`config.mk`:
```
export PLATFORM = sky130hd
export DESIGN_NAME = b_inv
export DESIGN_NICKNAME = d
export VERILOG_FILES = /design/src/rtl/b_pkg.sv /design/src/rtl/b_pipe_stage.sv /design/src/rtl/b_inv.sv
export SDC_FILE = /design/constraint.sdc
export NUM_CORES = 1
export LEC_CHECK = 0
export BUFFER_PORTS_ARGS = -buffer_cell sky130_fd_sc_hd__clkbuf_2
export CAP_MARGIN = 20
export CORE_MARGIN = 3
export CORE_UTILIZATION = 34
export CTS_CLUSTER_DIAMETER = 50
export CTS_CLUSTER_SIZE = 14
export DETAILED_ROUTE_END_ITERATION = 6
export GPL_TIMING_DRIVEN = 0
export PLACE_DENSITY = 0.5
export SETUP_SLACK_MARGIN = 0.15
export SLEW_MARGIN = 20
export SYNTH_ARGS = -nofsm -noshare
export SYNTH_HDL_FRONTEND = slang
export SYNTH_HIERARCHICAL = 1
export SYNTH_SLANG_ARGS = --single-unit
```
`constraint.sdc`:
```
create_clock -name clock -period 3 [get_ports clock]
set_input_delay 0.9 -clock clock [delete_from_list [all_inputs] [get_ports clock]]
set_output_delay 0.9 -clock clock [all_outputs]
set_load 0.05 [all_outputs]
```
`src/rtl/b_pkg.sv`:
```
// ---- b_pkg : shared keys, width and word type for the B transform pair ----
`default_nettype none
package b_pkg;

  localparam int unsigned B_W = 32;

  typedef logic [B_W-1:0] b_word_t;

  // Single source for the forward (B) and inverse (b_inv) key defaults.
  localparam b_word_t B_D0 = 32'h0012_E480;
  localparam b_word_t B_D1 = 32'h00C2_5EA1;
  localparam b_word_t B_D2 = 32'h10C0_1284;

endpackage
`default_nettype wire

```
`src/rtl/b_pipe_stage.sv`:
```
// ---- b_pipe_stage : one data register plus valid bit with load enable ----
`default_nettype none
module b_pipe_stage
  import b_pkg::*;
(
  input  logic    clk_i,
  input  logic    rst_ni,
  input  logic    load_i,
  input  logic    valid_i,
  input  b_word_t data_i,
  output logic    valid_o,
  output b_word_t data_o
);

  logic    valid_q, valid_d;
  b_word_t data_q, data_d;

  always_comb begin
    valid_d = valid_q;
    data_d  = data_q;
    if (load_i) begin
      valid_d = valid_i;
      data_d  = data_i;
    end
  end

  always_ff @(posedge clk_i or negedge rst_ni) begin
    if (!rst_ni) begin
      valid_q <= 1'b0;
      data_q  <= '0;
    end else begin
      valid_q <= valid_d;
      data_q  <= data_d;
    end
  end

  assign valid_o = valid_q;
  assign data_o  = data_q;

endmodule
`default_nettype wire

```
`src/rtl/b_inv.sv`:
```
// ---- b_inv : 3-stage pipelined inverse of B, x = ((y ^ K2) - K1) ^ K0 ----
// ---- Optional output-transfer counter when B_INV_COUNT_EN is defined.  ----
`default_nettype none
module b_inv
  import b_pkg::*;
#(
  parameter b_word_t K0 = B_D0,
  parameter b_word_t K1 = B_D1,
  parameter b_word_t K2 = B_D2
) (
  input  logic    clock,
  input  logic    reset,
  input  b_word_t in_data,
  input  logic    in_valid,
  output logic    in_ready,
  output b_word_t out,
  output logic    out_valid,
  input  logic    out_ready
`ifdef B_INV_COUNT_EN
  ,
  output logic [B_W-1:0] count
`endif
);

  localparam int unsigned c_STAGES = 3;

  b_word_t               w_stage_in [c_STAGES];
  b_word_t               w_stage_q  [c_STAGES];
  logic [c_STAGES-1:0]   w_valid_in;
  logic [c_STAGES-1:0]   w_valid_q;
  logic [c_STAGES-1:0]   w_adv;

  // A stage may load when it is empty or its content moves on this cycle.
  assign w_adv[2] = !w_valid_q[2] | out_ready;
  assign w_adv[1] = !w_valid_q[1] | w_adv[2];
  assign w_adv[0] = !w_valid_q[0] | w_adv[1];
  assign in_ready = w_adv[0];

  assign w_stage_in[0] = in_data ^ K2;
  assign w_stage_in[1] = w_stage_q[0] - K1;
  assign w_stage_in[2] = w_stage_q[1] ^ K0;

  assign w_valid_in = {w_valid_q[1], w_valid_q[0], in_valid};

  generate
    for (genvar gi = 0; gi < int'(c_STAGES); gi++) begin : g_stage
      b_pipe_stage u_stage (
        .clk_i   (clock),
        .rst_ni  (reset),
        .load_i  (w_adv[gi]),
        .valid_i (w_valid_in[gi]),
        .data_i  (w_stage_in[gi]),
        .valid_o (w_valid_q[gi]),
        .data_o  (w_stage_q[gi])
      );
    end
  endgenerate

  assign out       = w_stage_q[2];
  assign out_valid = w_valid_q[2];

`ifdef B_INV_COUNT_EN
  logic [B_W-1:0] count_q, count_d;

  always_comb begin
    count_d = count_q;
    if (out_valid && out_ready) count_d = count_q + 1'b1;
  end

  always_ff @(posedge clock or negedge reset) begin
    if (!reset) count_q <= '0;
    else        count_q <= count_d;
  end

  assign count = count_q;
`endif

endmodule
`default_nettype wire

```
==> results.py, run 1 <==
metrics = {
    "outcome": {
        "status": "finished, final reports clean",
    },
    "synthesis": {
        "async_reset_ff_frac": 1.000,
        "yosysTopAreaCellShare": 0.4994,
        "synth_nets": 371,
        "synth_enable_flop_cells": 0,
        "synthTopCellsByArea": "dfrtp_1 (50%), mux2_4 (27%), buf_12 (3.6%)",
        "syn_avg_cell_area_um2": 14.85,
        "synth_cells": 334,
        "synth.distinct_cells": 39,
        "seq_area_frac_synth": 0.4994,
        "yosys_warnings": 6,
        "synth_top_area_cell": "dfrtp_1",
        "syn_area_um2": 4961,
        "synth-seq-cells": 99,
        "synth-main-ff-cell": "dfrtp_1",
    },
    "clocking": {
        "cts_setup_buffers": 0,
        "cts_root_buffer": "clkbuf_16",
        "clkSlewWorstSetupHoldPaths_ps": 70,
        "cts_max_level": 3,
        "cts_buffer_depth": 2,
        "cts_made_buffers": 9,
        "cts_sinks": 99,
        "cts_tree": "yes",
        "postCtsHoldBufs": 0,
        "worstSkewPairLatency_ps": 350,
        "cts_resized": 0,
    },
    "timing": {
        "worst_clock_skew_ps": 7.154,
        "fin_crit_sh": 0.8736,
        "fin_ws_ps": 379.1,
        "setup_violations": 0,
        "period_minus_slack_ps": 2621,
        "hold_violations": 0,
        "rsz0062_at_grt": "false",
        "slew_headroom": 0.5418,
        "fmax_mhz": 381.6,
        "worst_pin_slew_ps": 680.2,
        "fin_setup_tns_ps": 0,
        "slew_viol_final": 0,
    },
    "setup_path": {
        "cp.required_ps": 3240,
        "worstPathCellList": "inv_1 > ha_1 > nor4b_1 > o21a_1 > o21ai_0 > a311oi_1 > xor2_1 > mux2_4",
        "worst_setup_path_end_kind": "flop",
        "max_stage_delay_ps": 510,
        "slowest_stage": "nor4b_1",
        "crit_buf_inv": 1,
        "cp-start-kind": "flop",
        "cp_max_fo": 4,
        "crit_type": "reg -> reg",
        "critPathArrivalTime_ps": 2860,
        "cp_top_family": "compound AO/OA/AOI/OAI gates",
    },
    "floorplan": {
        "die_y_um": 126.8,
        "rows": 43,
        "io_pins": 70,
        "initial_utilization": 0.3519,
        "die_width_um": 126.8,
        "die_area_um2": 16080,
        "core_area_um2": 14100,
    },
    "detailed_routing": {
        "post_drt_wl_per_cell_um": 15.88,
        "drt_first_pass_iters": 4,
        "drt-vias-per-instance": 4.743,
        "drtAntennaViolNets": 0,
        "drt_iter0_drc": 237,
        "drc": 0,
        "vias": 2846,
        "totalWireLength_um": 9529,
    },
    "power": {
        "power_density_nw_per_um2": 741.7,
        "peakVddDrop_uv": 306.2,
        "p_leak_nw": 2.910,
        "total_power_mw": 4.348,
    },
    "place": {
        "gp_congestion": 0.8292,
        "place_ws_ps": 383.3,
        "port_buffers": 69,
        "hpwl_um": 7076,
        "dp_cells": 584,
    },
    "finish": {
        "finalNetCount": 452,
        "layout_common_cells": "dfrtp_1 (99), mux2_4 (90), clkbuf_2 (68), inv_1 (18), xor2_1 (14)",
        "multi_input_area_um2": 2202,
        "area_delta_synth_final_pct": 18.18,
        "final_layout_size_suffix_gt1_frac": 0.4810,
        "final_util": 0.4159,
        "stdcell_count": 600,
        "fill_cells": 1331,
        "n_antenna_cell": 0,
        "seqCellArea_um2": 2477,
        "final_common_cell": "dfrtp_1",
    },
    "worst_hold_path": {
        "hp-class": "in -> async",
    },
    "grt": {
        "grt.total_usage": 0.1279,
        "grt_pass1_vias": 2981,
        "grt_overflow_total": 0,
        "antenna_found_initial": 0,
        "grt_pass1_wl_um": 16100,
        "grt_max_degree": 52,
    },
    "flow_run": {
        "drv_cap": 0,
    },
}
[cells by family (layout without fill, tap and decap cells)]
kind of cell / after synthesis / count (layout) / share of synthesized area
muxes: 99 / 99 / 0.2928
DFF: 99 / 99 / 0.4994
and+or+nand+nor: 48 / 48 / 0.05776
AOI/OAI and AO/OA: 33 / 33 / 0.04842
buffers and inverters: 30 / 116 / 0.05674
xor gates and xnor gates: 24 / 24 / 0.04237
adders and majority gates: 1 / 1 / 0.002522
[final timing paths]
path	start	end	slack, ps	cells past startpoint
max in group asynchronous	reset	g_stage[1].u_stage/data_o[27]$_DFFE_PN0P_	1910	2
min in group clock	g_stage[2].u_stage/data_o[28]$_DFFE_PN0P_	g_stage[2].u_stage/data_o[28]$_DFFE_PN0P_	510	1
setup reg to reg	g_stage[0].u_stage/data_o[0]$_DFFE_PN0P_	g_stage[1].u_stage/data_o[30]$_DFFE_PN0P_	380	8
hold reg to reg	g_stage[2].u_stage/data_o[28]$_DFFE_PN0P_	g_stage[2].u_stage/data_o[28]$_DFFE_PN0P_	510	1
hold / removal	reset	g_stage[2].u_stage/data_o[0]$_DFFE_PN0P_	490	1
setup / recovery	g_stage[0].u_stage/data_o[0]$_DFFE_PN0P_	g_stage[1].u_stage/data_o[30]$_DFFE_PN0P_	380	8
[power by group]
part           total (mW)  switching, mW  internal (mW)  leakage, nW
combinational        1.39          0.793          0.599         1.61
sequential           1.80          0.201           1.60         1.15
clock                1.16          0.488          0.670        0.147
total                4.35           1.48           2.87         2.91
[final cells by class]
type	count	area share
sequential	99	0.4225
multi-input combinational	205	0.3756
timing repair buffer	70	0.06509
clock buffer	12	0.04204
tap	180	0.03841
buffer	12	0.03649
inverter	18	0.01152
clock inverter	4	0.008323
[cell usage after synthesis (3+ instances only)]
master / number
xor2_1: 14
mux2_2: 9
nor3_1: 4
nand2_1: 13
buf_6: 3
o21a_1: 4
mux2_4: 90
o21ai_0: 8
a21oi_1: 7
xnor2_1: 10
nor2_1: 11
o31ai_1: 4
dfrtp_1: 99
inv_1: 18
buf_12: 9
[sequential cells by signal, indices dropped and copies added (netlist names)]
signal	count
g_stage.u_stage/valid_o	3
g_stage.u_stage/data_o	96
[per-layer routing]
layer  track usage  vias to the layer above  wire [µm]
li1              -                     1354          -
met1        0.1720                     1397       4512
met2        0.1915                       85       4167
met3       0.04968                       10        729
met4       0.03785                        0        119
met5             0                        -          0
[stage by stage]
step	hold WS (ps)	cell area, µm²
2_1_floorplan	474.9	4961
3_3_place_gp	490.1	5532
3_5_place_dp	496.7	5568
4_1_cts	493.8	5863
5_1_grt	507.4	5863
6_report	490.6	5863
Power figures use the tool's default switching activity.
==> inputs of run 2 (changes only) <==
--- a/config.mk
+++ b/config.mk
@@ -14,6 +14,7 @@
 export DETAILED_ROUTE_END_ITERATION = 6
 export GPL_TIMING_DRIVEN = 0
 export PLACE_DENSITY = 0.5
+export REMOVE_ABC_BUFFERS = 1
 export SETUP_SLACK_MARGIN = 0.15
 export SLEW_MARGIN = 20
 export SYNTH_ARGS = -nofsm -noshare
==> results.py, run 2 (synthesized netlist as in run 1, its figures left out) <==
metrics = {
    "outcome": {
        "status": "finished, final reports clean",
    },
    "setup_path": {
        "critPathArrivalTime_ps": 2790,
        "crit_buf_inv": 1,
        "cp.required_ps": 3230,
        "worstPathCellList": "inv_1 > ha_1 > nor4b_1 > o21a_1 > o21ai_0 > a311oi_1 > xor2_1 > mux2_4",
        "crit_type": "reg -> reg",
        "cp_top_family": "compound AO/OA/AOI/OAI gates",
        "cp_max_fo": 4,
        "worst_setup_path_end_kind": "flop",
        "max_stage_delay_ps": 510,
        "slowest_stage": "nor4b_1",
        "cp-start-kind": "flop",
    },
    "place": {
        "dp_cells": 578,
        "port_buffers": 69,
        "gp_congestion": 0.8018,
        "hpwl_um": 6811,
    },
    "floorplan": {
        "core_area_um2": 14100,
        "die_y_um": 126.8,
        "rows": 43,
        "io_pins": 70,
        "die_width_um": 126.8,
        "initial_utilization": 0.3519,
        "die_area_um2": 16080,
    },
    "timing": {
        "setup_violations": 0,
        "slew_headroom": 0.5375,
        "fin_setup_tns_ps": 0,
        "slew_viol_final": 0,
        "period_minus_slack_ps": 2565,
        "rsz0062_at_grt": "false",
        "fin_crit_sh": 0.8549,
        "worst_pin_slew_ps": 693.8,
        "whs_ps": 507.7,
        "worst_clock_skew_ps": 7.856,
        "hold_violations": 0,
        "fmax_mhz": 389.9,
    },
    "detailed_routing": {
        "wl_met3_um": 469,
        "met2_length_um": 3997,
        "drtAntennaViolNets": 0,
        "m1WireLength_um": 4849,
        "drt-vias-per-instance": 4.697,
        "drc": 0,
        "drt_iter0_drc": 98,
        "totalWireLength_um": 9591,
        "post_drt_wl_per_cell_um": 16.12,
        "vias": 2795,
        "top_layer": "met4",
        "drt_first_pass_iters": 5,
    },
    "power": {
        "power_density_nw_per_um2": 744.9,
        "total_power_mw": 4.276,
        "p_leak_nw": 2.849,
        "peakVddDrop_uv": 331.5,
    },
    "grt": {
        "grt_pass1_wl_um": 15990,
        "grt_max_degree": 51,
        "grt_pass1_vias": 2996,
        "grt_overflow_total": 0,
        "antenna_found_initial": 0,
        "grt.total_usage": 0.1271,
    },
    "clocking": {
        "clkSlewWorstSetupHoldPaths_ps": 60,
        "cts_buffer_depth": 2,
        "cts_sinks": 99,
        "cts_made_buffers": 9,
        "worstSkewPairLatency_ps": 340,
        "cts_max_level": 3,
        "cts_root_buffer": "clkbuf_16",
        "cts_tree": "yes",
        "postCtsHoldBufs": 0,
    },
    "finish": {
        "layout_common_cells": "dfrtp_1 (99), mux2_4 (90), clkbuf_2 (68), inv_1 (18), xor2_1 (14)",
        "finalNetCount": 447,
        "final_common_cell": "dfrtp_1",
        "stdcell_count": 595,
        "final_layout_size_suffix_gt1_frac": 0.4771,
        "fill_cells": 1366,
        "area_delta_synth_final_pct": 15.71,
        "n_antenna_cell": 0,
        "largest_reg_flops": 96,
    },
    "flow_run": {
        "drv_cap": 0,
    },
    "worst_hold_path": {
        "hp-class": "in -> async",
    },
}
[run 2: cell types whose count changed in the layout (fill, tap and decap cells not counted)]
cell,delta
buf_12,-9
buf_8,+3
clkbuf_8,+3
buf_4,+1
bufinv_16,-1
clkinv_2,-1
inv_6,-1
nand2b_1,-1
nand2b_4,+1
[run 2: repair_timing]
item                                    in CTS  in global routing
hold endpoints to repair                     0                  0
buffers inserted                             1                  0
gates resized for setup                      0                  0
endpoints found under the setup margin       1                  0
[run 2: final cells by class]
cell class / count / area (µm²) / share of cell area
Inverter: 18 / 67.56 / 0.01177
Tap cell: 180 / 225.2 / 0.03923
Sequential cell: 99 / 2477 / 0.4316
Timing Repair Buffer: 77 / 467.9 / 0.08152
Multi-Input combinational cell: 205 / 2210 / 0.3849
Clock buffer: 15 / 287.8 / 0.05013
Clock inverter: 1 / 5.005 / 0.0008718
[run 2: worst register-to-register path: stages (launching register included)]
cell      delay, ps
dfrtp_1         410
inv_1            80
ha_1            200
nor4b_1         510
o21a_1          270
o21ai_0         200
a311oi_1        380
xor2_1          130
mux2_4          270
[run 2: path summary, 6_finish.rpt]
| check | startpoint | to | slack (ps) | cells past startpoint |
|---|---|---|---|---|
| max in group asynchronous | reset | g_stage[1].u_stage/data_o[10]$_DFFE_PN0P_ | 1900 | 2 |
| min in group clock | g_stage[1].u_stage/data_o[29]$_DFFE_PN0P_ | g_stage[2].u_stage/data_o[29]$_DFFE_PN0P_ | 510 | 1 |
| min | reset | g_stage[2].u_stage/data_o[23]$_DFFE_PN0P_ | 510 | 1 |
| min reg2reg | g_stage[1].u_stage/data_o[29]$_DFFE_PN0P_ | g_stage[2].u_stage/data_o[29]$_DFFE_PN0P_ | 510 | 1 |
| max | g_stage[0].u_stage/data_o[0]$_DFFE_PN0P_ | g_stage[1].u_stage/data_o[30]$_DFFE_PN0P_ | 440 | 8 |
| max reg2reg | g_stage[0].u_stage/data_o[0]$_DFFE_PN0P_ | g_stage[1].u_stage/data_o[30]$_DFFE_PN0P_ | 440 | 8 |
[run 2: per-stage QoR]
step | setup WS [ps] | cell area, µm² | utilization
6_report | 435.2 | 5741 | 0.4072
5_1_grt | 172.8 | 5741 | 0.4072
4_1_cts | 363.7 | 5741 | 0.4072
3_5_place_dp | -0.2591 | 5440 | 0.3859
3_3_place_gp | -1806 | 5318 | 0.3772
2_1_floorplan | -875.6 | 4747 | -
[run 2: per-layer routing]
layer,GRT usage,vias to the layer above
met5,0,-
met1,0.1851,1376
met3,0.03116,15
met4,0.06498,0
li1,-,1337
met2,0.1737,67
[run 2: report_power, final]
part | leakage, nW | switching, mW | internal (mW)
clock network | 0.146 | 0.474 | 0.653
registers | 1.15 | 0.196 | 1.60
logic | 1.55 | 0.790 | 0.565
==> inputs of run 3 (changes only) <==
--- a/config.mk
+++ b/config.mk
@@ -13,11 +13,10 @@
 export CTS_CLUSTER_SIZE = 14
 export DETAILED_ROUTE_END_ITERATION = 6
 export GPL_TIMING_DRIVEN = 0
-export PLACE_DENSITY = 0.5
+export PLACE_DENSITY = 0.51
 export REMOVE_ABC_BUFFERS = 1
 export SETUP_SLACK_MARGIN = 0.15
 export SLEW_MARGIN = 20
 export SYNTH_ARGS = -nofsm -noshare
 export SYNTH_HDL_FRONTEND = slang
-export SYNTH_HIERARCHICAL = 1
 export SYNTH_SLANG_ARGS = --single-unit
==> results.py, run 3 <==
metrics = {
    "detailed_routing": {
        "drt_first_pass_iters": 4,
        "drtAntennaViolNets": 0,
        "drt-vias-per-instance": 4.720,
        "drt_iter0_drc": 132,
        "vias": 2936,
        "post_drt_wl_per_cell_um": 15.48,
        "totalWireLength_um": 9631,
        "drc": 0,
    },
    "synthesis": {
        "synth_top_area_cell": "dfrtp_1",
        "seq_area_frac_synth": 0.5793,
        "yosysMostFrequentCell": "dfrtp_1",
        "synthTopCellsByArea": "dfrtp_1 (58%), mux2_2 (12%), nand2_1 (3.7%)",
        "synth_common_cells": "dfrtp_1 (99), mux2_2 (47), nand2_1 (42), o21ai_0 (31), nor2_1 (25)",
        "synth_enable_flop_cells": 0,
        "syn_avg_cell_area_um2": 11.50,
        "yosys_warnings": 0,
        "synth-main-ff-cell": "dfrtp_1",
        "synth_cells": 372,
        "async_reset_ff_frac": 1.000,
        "synth-seq-cells": 99,
        "syn_area_um2": 4277,
        "yosysTopAreaCellShare": 0.5793,
        "synth.distinct_cells": 47,
    },
    "setup_path": {
        "crit_buf_inv": 4,
        "max_stage_delay_ps": 170,
        "crit_type": "in -> out",
        "cp.required_ps": 2100,
        "cp_max_fo": 3,
        "worst_setup_path_end_kind": "primary output",
        "worstPathCellList": "clkbuf_2 > nor2b_4 > buf_16 > and2_4 > nand2_8 > buf_12 > clkbuf_8",
        "cp-start-kind": "input pin",
        "critPathArrivalTime_ps": 1840,
        "cp_top_family": "buffers and inverters",
        "slowest_stage": "nor2b_4",
    },
    "floorplan": {
        "die_width_um": 118.2,
        "io_pins": 70,
        "die_area_um2": 13960,
        "die_y_um": 118.2,
        "core_area_um2": 12160,
        "initial_utilization": 0.3516,
        "rows": 40,
    },
    "timing": {
        "slew_headroom": 0.5403,
        "worst_clock_skew_ps": 5.272,
        "period_minus_slack_ps": 2736,
        "hold_violations": 0,
        "worst_pin_slew_ps": 679.9,
        "whs_ps": 458.4,
        "fmax_mhz": 365.5,
        "fin_crit_sh": 0.9120,
        "slew_viol_final": 0,
        "rsz0062_at_grt": "false",
        "setup_violations": 0,
    },
    "finish": {
        "n_antenna_cell": 0,
        "largest_reg_flops": 96,
        "layout_common_cells": "dfrtp_1 (99), clkbuf_2 (67), mux2_2 (47), nand2_1 (40), o21ai_0 (31)",
        "final_layout_size_suffix_gt1_frac": 0.3546,
        "design_area_um2": 5299,
        "area_delta_synth_final_pct": 23.90,
        "stdcell_count": 622,
        "final_common_cell": "dfrtp_1",
        "finalNetCount": 486,
    },
    "power": {
        "p_leak_nw": 2.329,
        "power_density_nw_per_um2": 748.6,
        "total_power_mw": 3.967,
        "power_switching_mw": 1.410,
        "sequentialPowerShare": 0.448,
        "p_sw_frac": 0.3554,
        "peakVddDrop_uv": 238.5,
        "comb_power_share": 0.283,
        "p_clk_frac": 0.269,
        "p_int_mw": 2.557,
    },
    "place": {
        "port_buffers": 69,
        "gp_congestion": 0.7090,
        "dp_cells": 593,
        "dpl_cell_area_um2": 4852,
        "hpwl_um": 6215,
    },
    "grt": {
        "grt_overflow_total": 0,
        "grt_pass1_vias": 3049,
        "grt_pass1_wl_um": 16130,
        "grt.total_usage": 0.1479,
        "antenna_found_initial": 0,
        "grt_max_degree": 54,
    },
    "clocking": {
        "cts_root_buffer": "clkbuf_16",
        "cts_tree": "yes",
        "cts_buffer_depth": 2,
        "cts_sinks": 99,
        "worstSkewPairLatency_ps": 340,
        "clkSlewWorstSetupHoldPaths_ps": 70,
        "cts_made_buffers": 9,
        "postCtsHoldBufs": 0,
        "cts_max_level": 3,
    },
    "flow_run": {
        "drv_cap": 0,
    },
    "outcome": {
        "status": "finished, final reports clean",
    },
    "worst_hold_path": {
        "hp-class": "reg -> reg",
    },
}
run 3: cell count changes after synthesis, moves of 6 or more:
cell,delta
a21oi_1,+16
buf_12,-9
clkbuf_1,+13
inv_1,-15
mux2_2,+38
mux2_4,-90
nand2_1,+29
nor2_1,+14
o21ai_0,+23
xnor2_1,+6
run 3: worst paths after layout:
check	from	endpoint	slack [ps]	cells after the start
setup / recovery	out_ready	in_ready	260	7
hold / removal	g_stage[1].u_stage.data_o[7]$_DFFE_PN0P_	g_stage[2].u_stage.data_o[7]$_DFFE_PN0P_	460	1
setup reg to reg	g_stage[0].u_stage.data_o[0]$_DFFE_PN0P_	g_stage[1].u_stage.data_o[26]$_DFFE_PN0P_	670	8
hold reg to reg	g_stage[1].u_stage.data_o[7]$_DFFE_PN0P_	g_stage[2].u_stage.data_o[7]$_DFFE_PN0P_	460	1
max in group asynchronous	reset	g_stage[0].u_stage.data_o[6]$_DFFE_PN0P_	1920	2
min in group asynchronous	reset	g_stage[2].u_stage.data_o[23]$_DFFE_PN0P_	490	1
run 3: routing by layer:
metal  up-vias  wire length [µm]  track usage  share of wire
met2        47              4667       0.2369           0.48
li1       1453                 -            -              -
met5         -                 0            0              0
met4         0               132      0.04615          0.014
met1      1427              4479       0.1986           0.47
met3         9               350      0.03589          0.036
run 3: cell type report:
cell class              instances  area [µm²]
clock inverters                 5       28.78
fillers                      1184        6863
inverters                       3       11.26
repair buffers                 83       570.5
flip-flops and latches         99        2477
clock buffers                  11       242.7
well taps                     168       210.2
multi-input cells             253        1758
run 3: per-stage QoR:
stage          setup TNS, ps  setup WS, ps    util
2_1_floorplan         -97430         -2310       -
3_3_place_gp         -275850         -4599  0.3912
3_5_place_dp          -13410         -1220  0.3990
4_1_cts                    0         165.4  0.4336
5_1_grt                    0         225.4  0.4357
6_report                   0         263.9  0.4357
run 3: cell families (layout without fill, tap and decap cells):
logic type	count (synthesis)	count (layout)	synth area share
compound gates	79	79	0.1150
xor+xnor	26	26	0.05325
fa+ha+maj	1	1	0.002925
buf+inv	22	102	0.02019
flops	99	99	0.5793
mux	47	47	0.1238
simple gates	98	100	0.1056
run 3: timing repair:
action | 4_1_cts | 5_1_grt
pin swaps | 1 | 0
setup buffers | 6 | 3
endpoints found under the hold margin | 0 | 0
resized for setup | 5 | 0
cloned | 4 | 0
endpoints found under the setup margin | 29 | 1
run 3: worst register-to-register path: stages, from the launching register on:
cell and delay, ps:
dfrtp_1 410, inv_1 90, ha_1 200, or4b_4 500, a31o_4 290, a21bo_4 240
a211oi_2 240, xnor2_1 150, o21ai_1 80
run 3: power groups by stage:
stage               clock [mW]  combinational [mW]  sequential [mW]
floorplan                    0               0.378             2.20
global placement             0                1.07             1.79
detailed placement           0                1.09             1.81
CTS                       1.11                1.14             1.78
global route              1.16                1.21             1.82
finish                    1.07                1.12             1.78
